## config.mk

```make
export PLATFORM = sky130hd
export DESIGN_NAME = multicycle_alu
export DESIGN_NICKNAME = d
export VERILOG_FILES = /design/src/rtl/multicycle_alu.sv
export SDC_FILE = /design/constraint.sdc
export NUM_CORES = 1
export LEC_CHECK = 0
export BUFFER_PORTS_ARGS = -buffer_cell sky130_fd_sc_hd__buf_2
export CORE_MARGIN = 4
export CORE_UTILIZATION = 45
export CTS_BUF_LIST = sky130_fd_sc_hd__clkbuf_8
export CTS_CLUSTER_DIAMETER = 80
export DETAILED_ROUTE_END_ITERATION = 12
export PLACE_DENSITY = 0.78
export SLEW_MARGIN = 30
export SYNTH_ARGS = -nofsm -noshare
export SYNTH_HDL_FRONTEND = slang
export SYNTH_SLANG_ARGS = --single-unit
```

## constraint.sdc

```tcl
create_clock -name CLK -period 2.55 [get_ports CLK]
set_clock_uncertainty 0.1 [all_clocks]
set_input_delay 0 -clock CLK [delete_from_list [all_inputs] [get_ports CLK]]
set_output_delay 0 -clock CLK [all_outputs]
set_load 0.05 [all_outputs]
```

## src/rtl/multicycle_alu.sv

```systemverilog
// Sequential WIDTH-bit ALU with START/BUSY/DONE handshake.
// Shift-add multiply and one-bit-per-cycle shifts/rotates.
module multicycle_alu #(
  parameter int WIDTH   = 8,
  parameter int SHAMT_W = $clog2(WIDTH) + 1
) (
  input  logic               CLK,
  input  logic               RESET,
  input  logic               START,
  input  logic [2:0]         SELECT,
  input  logic               CHOICE,
  input  logic [WIDTH-1:0]   DATA1,
  input  logic [WIDTH-1:0]   DATA2,
  input  logic [SHAMT_W-1:0] SHIFT,
  output logic [WIDTH-1:0]   RESULT,
  output logic               ZERO,
  output logic               CARRY,
  output logic               BUSY,
  output logic               DONE
);

  typedef enum logic {
    IDLE,
    EXEC
  } state_t;

  typedef enum logic [2:0] {
    OP_FWD   = 3'b000,
    OP_ADD   = 3'b001,
    OP_AND   = 3'b010,
    OP_OR    = 3'b011,
    OP_MUL   = 3'b100,
    OP_SRA   = 3'b101,
    OP_ROR   = 3'b110,
    OP_SHIFT = 3'b111
  } op_t;

  localparam logic [SHAMT_W-1:0] W_CNT = SHAMT_W'(WIDTH);

  state_t             state;
  op_t                op;
  logic               choice;
  logic [WIDTH-1:0]   a;
  logic [WIDTH-1:0]   b;
  logic [WIDTH-1:0]   acc;
  logic [SHAMT_W-1:0] cnt;

  logic [SHAMT_W-1:0] sat;
  logic [SHAMT_W-1:0] load_cnt;
  logic [WIDTH:0]     sum;
  logic [WIDTH-1:0]   nxt;
  logic               cy;
  logic               last;

  // cnt holds remaining EXEC steps; single-cycle ops and n=0 load zero
  always_comb begin
    sat      = (SHIFT >= W_CNT) ? W_CNT : SHIFT;
    load_cnt = '0;
    unique case (op_t'(SELECT))
      OP_MUL:           load_cnt = W_CNT;
      OP_SRA, OP_SHIFT: load_cnt = sat;
      OP_ROR:           load_cnt = SHIFT % W_CNT;
      default:          load_cnt = '0;
    endcase
  end

  always_comb begin
    sum  = {1'b0, a} + {1'b0, b};
    nxt  = acc;
    cy   = 1'b0;
    last = (cnt <= SHAMT_W'(1));
    unique case (op)
      OP_FWD: nxt = b;
      OP_ADD: begin
        nxt = sum[WIDTH-1:0];
        cy  = sum[WIDTH];
      end
      OP_AND: nxt = a & b;
      OP_OR:  nxt = a | b;
      OP_MUL: nxt = b[0] ? acc + a : acc;
      OP_SRA: begin
        if (cnt != '0) nxt = {acc[WIDTH-1], acc[WIDTH-1:1]};
      end
      OP_ROR: begin
        if (cnt != '0) nxt = {acc[0], acc[WIDTH-1:1]};
      end
      OP_SHIFT: begin
        if (cnt != '0)
          nxt = choice ? {1'b0, acc[WIDTH-1:1]}
                       : {acc[WIDTH-2:0], 1'b0};
      end
      default: nxt = acc;
    endcase
  end

  always_ff @(posedge CLK or negedge RESET) begin
    if (!RESET) begin
      state  <= IDLE;
      op     <= OP_FWD;
      choice <= 1'b0;
      a      <= '0;
      b      <= '0;
      acc    <= '0;
      cnt    <= '0;
      RESULT <= '0;
      ZERO   <= 1'b1;
      CARRY  <= 1'b0;
      BUSY   <= 1'b0;
      DONE   <= 1'b0;
    end else begin
      DONE <= 1'b0;
      unique case (state)
        IDLE: begin
          if (START) begin
            op     <= op_t'(SELECT);
            choice <= CHOICE;
            a      <= DATA1;
            b      <= DATA2;
            acc    <= (op_t'(SELECT) == OP_MUL) ? '0 : DATA1;
            cnt    <= load_cnt;
            BUSY   <= 1'b1;
            state  <= EXEC;
          end
        end
        EXEC: begin
          acc <= nxt;
          a   <= a << 1;
          b   <= b >> 1;
          cnt <= (cnt == '0) ? '0 : cnt - SHAMT_W'(1);
          if (last) begin
            RESULT <= nxt;
            ZERO   <= (nxt == '0);
            CARRY  <= cy;
            DONE   <= 1'b1;
            BUSY   <= 1'b0;
            state  <= IDLE;
          end
        end
        default: state <= IDLE;
      endcase
    end
  end

endmodule
```

==> run metrics <==
outcome=finished, violations left; violations in the final reports=negative setup slack; Post-synth EDFFs=0; Required @ worst endpoint=2.69 ns; Storage cell area=1130 um2; clock slew at reported path FFs=0.10 ns; initial antenna violation count=0; RSZ-0062 raised after global routing=true; Async SR Flop Fraction=1.00; Pint=3.58 mW; Routed Antenna Nets=0; Std-Cell Rows=31; number of port buffers=38; Hold Vio Cnt, Final=0; Core Util, Final=0.631; syn_area_per_cell=8.35 um2; Flop pwr share=0.199; crit path launch type=flip-flop; Final HPWL DP=8380 um; clock latency on the worst-skew pair=0.32 ns; most numerous cell in the Yosys netlist=nand2_1; CTS tree=done; slowest library cell on the worst path=or4b_4; H-Tree Depth=2; crit path DAT=2.90 ns; Final WS setup=-0.211 ns; Slew headroom=0.591; Max Clk Rate=362 MHz; die width=96.5 um; Sinks on Clock Net=45; top post-synthesis cells by area=dfrtp_1 31%, ha_1 8.2%, nand2_1 6.5%, mux2i_1 5.7%, o21ai_0 4.8%; clock period minus worst slack=2.76 ns; number of I/O pins=39; initial core utilization=0.473; WS Path Type=reg2reg; Distinct cells, synth=69; Fillers=649; critical path's largest stage delay=0.49 ns; first-pass GRT wire length=18,000 um; Via density=5.83; total gr overflow=0; die area=9310 um2; PwrDens=1520 nW/um2; pin count of the biggest net entering global routing=49; Final period util=1.08; root buffer cell=clkbuf_8; Placer Congestion=0.983; leak pwr=2.21 nW; Nets=597; clock network power share=0.069; Synth warnings=0; Final Max Tran Viols=0; DR pass1 iterations=5; P_sw=3.56 mW; chip height=96.5 um; # DRC=0; vias in the first global route=3,541; top post-synthesis cells by count=61 x nand2_1, 44 x dfrtp_1, 34 x o21ai_0; Slew @ Worst Pin=0.614 ns; synthesized instance count=422; critical-path cell list=ha_1 > a21oi_1 > o2111ai_1 > xor2_1 > mux2i_1 > o211ai_1 > a22oi_1 > or4b_4 > o31ai_2; clock buffer depth=2; GRT Total Usage=0.251; Synth top area share=0.313; crit path capture type=flip-flop; TNS Setup=-0.211 ns; CTS buffer count=5; Top FF cell, synth=dfrtp_1; multi-input logic area=2220 um2; # setup viols final=1; Area Growth Syn to Fin=33.5%; register bit count reported by yosys=45; CP max FO=7; area leader, netlist=dfrtp_1; DR iter-0 viols=388; Worst Hold Class=in2async; Post-Syn Area=3520 um2; syn_nets=474; Buf/Inv on CP=0; layout cells sized above 1=0.275; delay-heaviest family, CP=compound AO/OA/AOI/OAI gates; # diodes=0; DR WL/cell=17.5 um; max_cap viols=0; Seq/Total Area, Yosys=0.320; worst IR drop on VDD=0.981 mV; core area=7450 um2; Logic pwr share=0.732; sw frac=0.498; routed vias=3,761; final WL=11,300 um
==> routing by layer <==
layer	up-vias	global-route usage	wire length, um
met5	-	0	0
met4	0	0.0818	264
met1	1803	0.331	4700
met2	165	0.430	5540
met3	29	0.0287	783
li1	1764	-	-
==> flip-flops by register name (all words and copies together) (netlist names) <==
register  cells
RESULT        8
a             8
acc           8
b             8
cnt           4
op            3
BUSY          1
CARRY         1
DONE          1
ZERO          1
choice        1
state         1
==> worst paths after layout <==
| check | end | depth (start not counted) | from | slack, ns |
|---|---|---|---|---|
| setup reg to reg | ZERO$_DFFE_PN1P_ | 9 | a[1]$_DFFE_PN0P_ | -0.21 |
| hold / removal | BUSY$_DFFE_PN0P_ | 2 | RESET | 0.14 |
| setup / recovery | ZERO$_DFFE_PN1P_ | 9 | a[1]$_DFFE_PN0P_ | -0.21 |
| max in group asynchronous | a[2]$_DFFE_PN0P_ | 2 | RESET | 1.77 |
| min in group CLK | choice$_DFFE_PN0P_ | 4 | CHOICE | 0.31 |
| hold reg to reg | RESULT[4]$_DFFE_PN0P_ | 2 | RESULT[4]$_DFFE_PN0P_ | 0.38 |
==> cells in the final DEF (no fill, tap or decap), drive strengths merged, types with 8 or more instances in the layout <==
cell type,n
a21oi,18
dlygate4sd3,26
dfrtp,44
nand3,14
mux2i,20
buf,114
o21ai,38
inv,29
a31oi,8
nand2,62
nor2,31
ha,23
nor2b,10
==> layout make-up <==
| type | instances | area share |
|---|---|---|
| inverter | 29 | 0.0232 |
| clock buffer | 5 | 0.0146 |
| clock inverter | 3 | 0.00452 |
| multi-input combinational | 324 | 0.473 |
| timing repair buffer | 140 | 0.218 |
| tap | 99 | 0.0263 |
| sequential | 45 | 0.241 |
==> repair_timing <==
item,in CTS,in global routing
setup endpoints to repair,5,5
buffers inserted,0,2
hold endpoints to repair,78,0
pin swaps,2,6
gates resized for setup,2,13
hold buffers,26,0
==> power groups by stage <==
| stage | Sequential (mW) | Combinational [mW] | Clock, mW |
|---|---|---|---|
| after global routing | 1.47 | 5.62 | 0.519 |
| after global placement | 1.41 | 4.84 | 0 |
| after CTS | 1.41 | 5.02 | 0.488 |
| after floorplan | 1.65 | 2.78 | 0 |
| after detailed placement | 1.42 | 4.96 | 0 |
| final | 1.42 | 5.23 | 0.492 |
==> worst reg2reg max path, delay by kind of cell, from the launching register on <==
family	cells	cell delay, ns
xor+xnor	1	0.17
compound gates	5	0.98
flops	1	0.48
mux	1	0.14
simple gates	1	0.49
fa+ha+maj	1	0.32
==> metrics by stage <==
stage,cells,worst slack [ns],total power [mW],hold WS [ns],area (um2)
after floorplan,422,-0.0144,4.43,-0.396,3530
after global placement,609,-0.0934,6.24,0.101,4290
after detailed placement,609,-0.168,6.38,-0.0547,4290
after CTS,643,-0.146,6.91,0.153,4650
after global routing,645,-0.367,7.61,0.200,4700
final,645,-0.211,7.14,0.136,4700
==> cell families after synthesis <==
logic type / share of synthesized area
muxes: 0.0760
AOI/OAI and AO/OA: 0.238
buffers and inverters: 0.0622
and+or+nand+nor: 0.191
xor gates and xnor gates: 0.0199
adders and majority gates: 0.0931
DFF: 0.320
(Power assumes the default switching activity.)
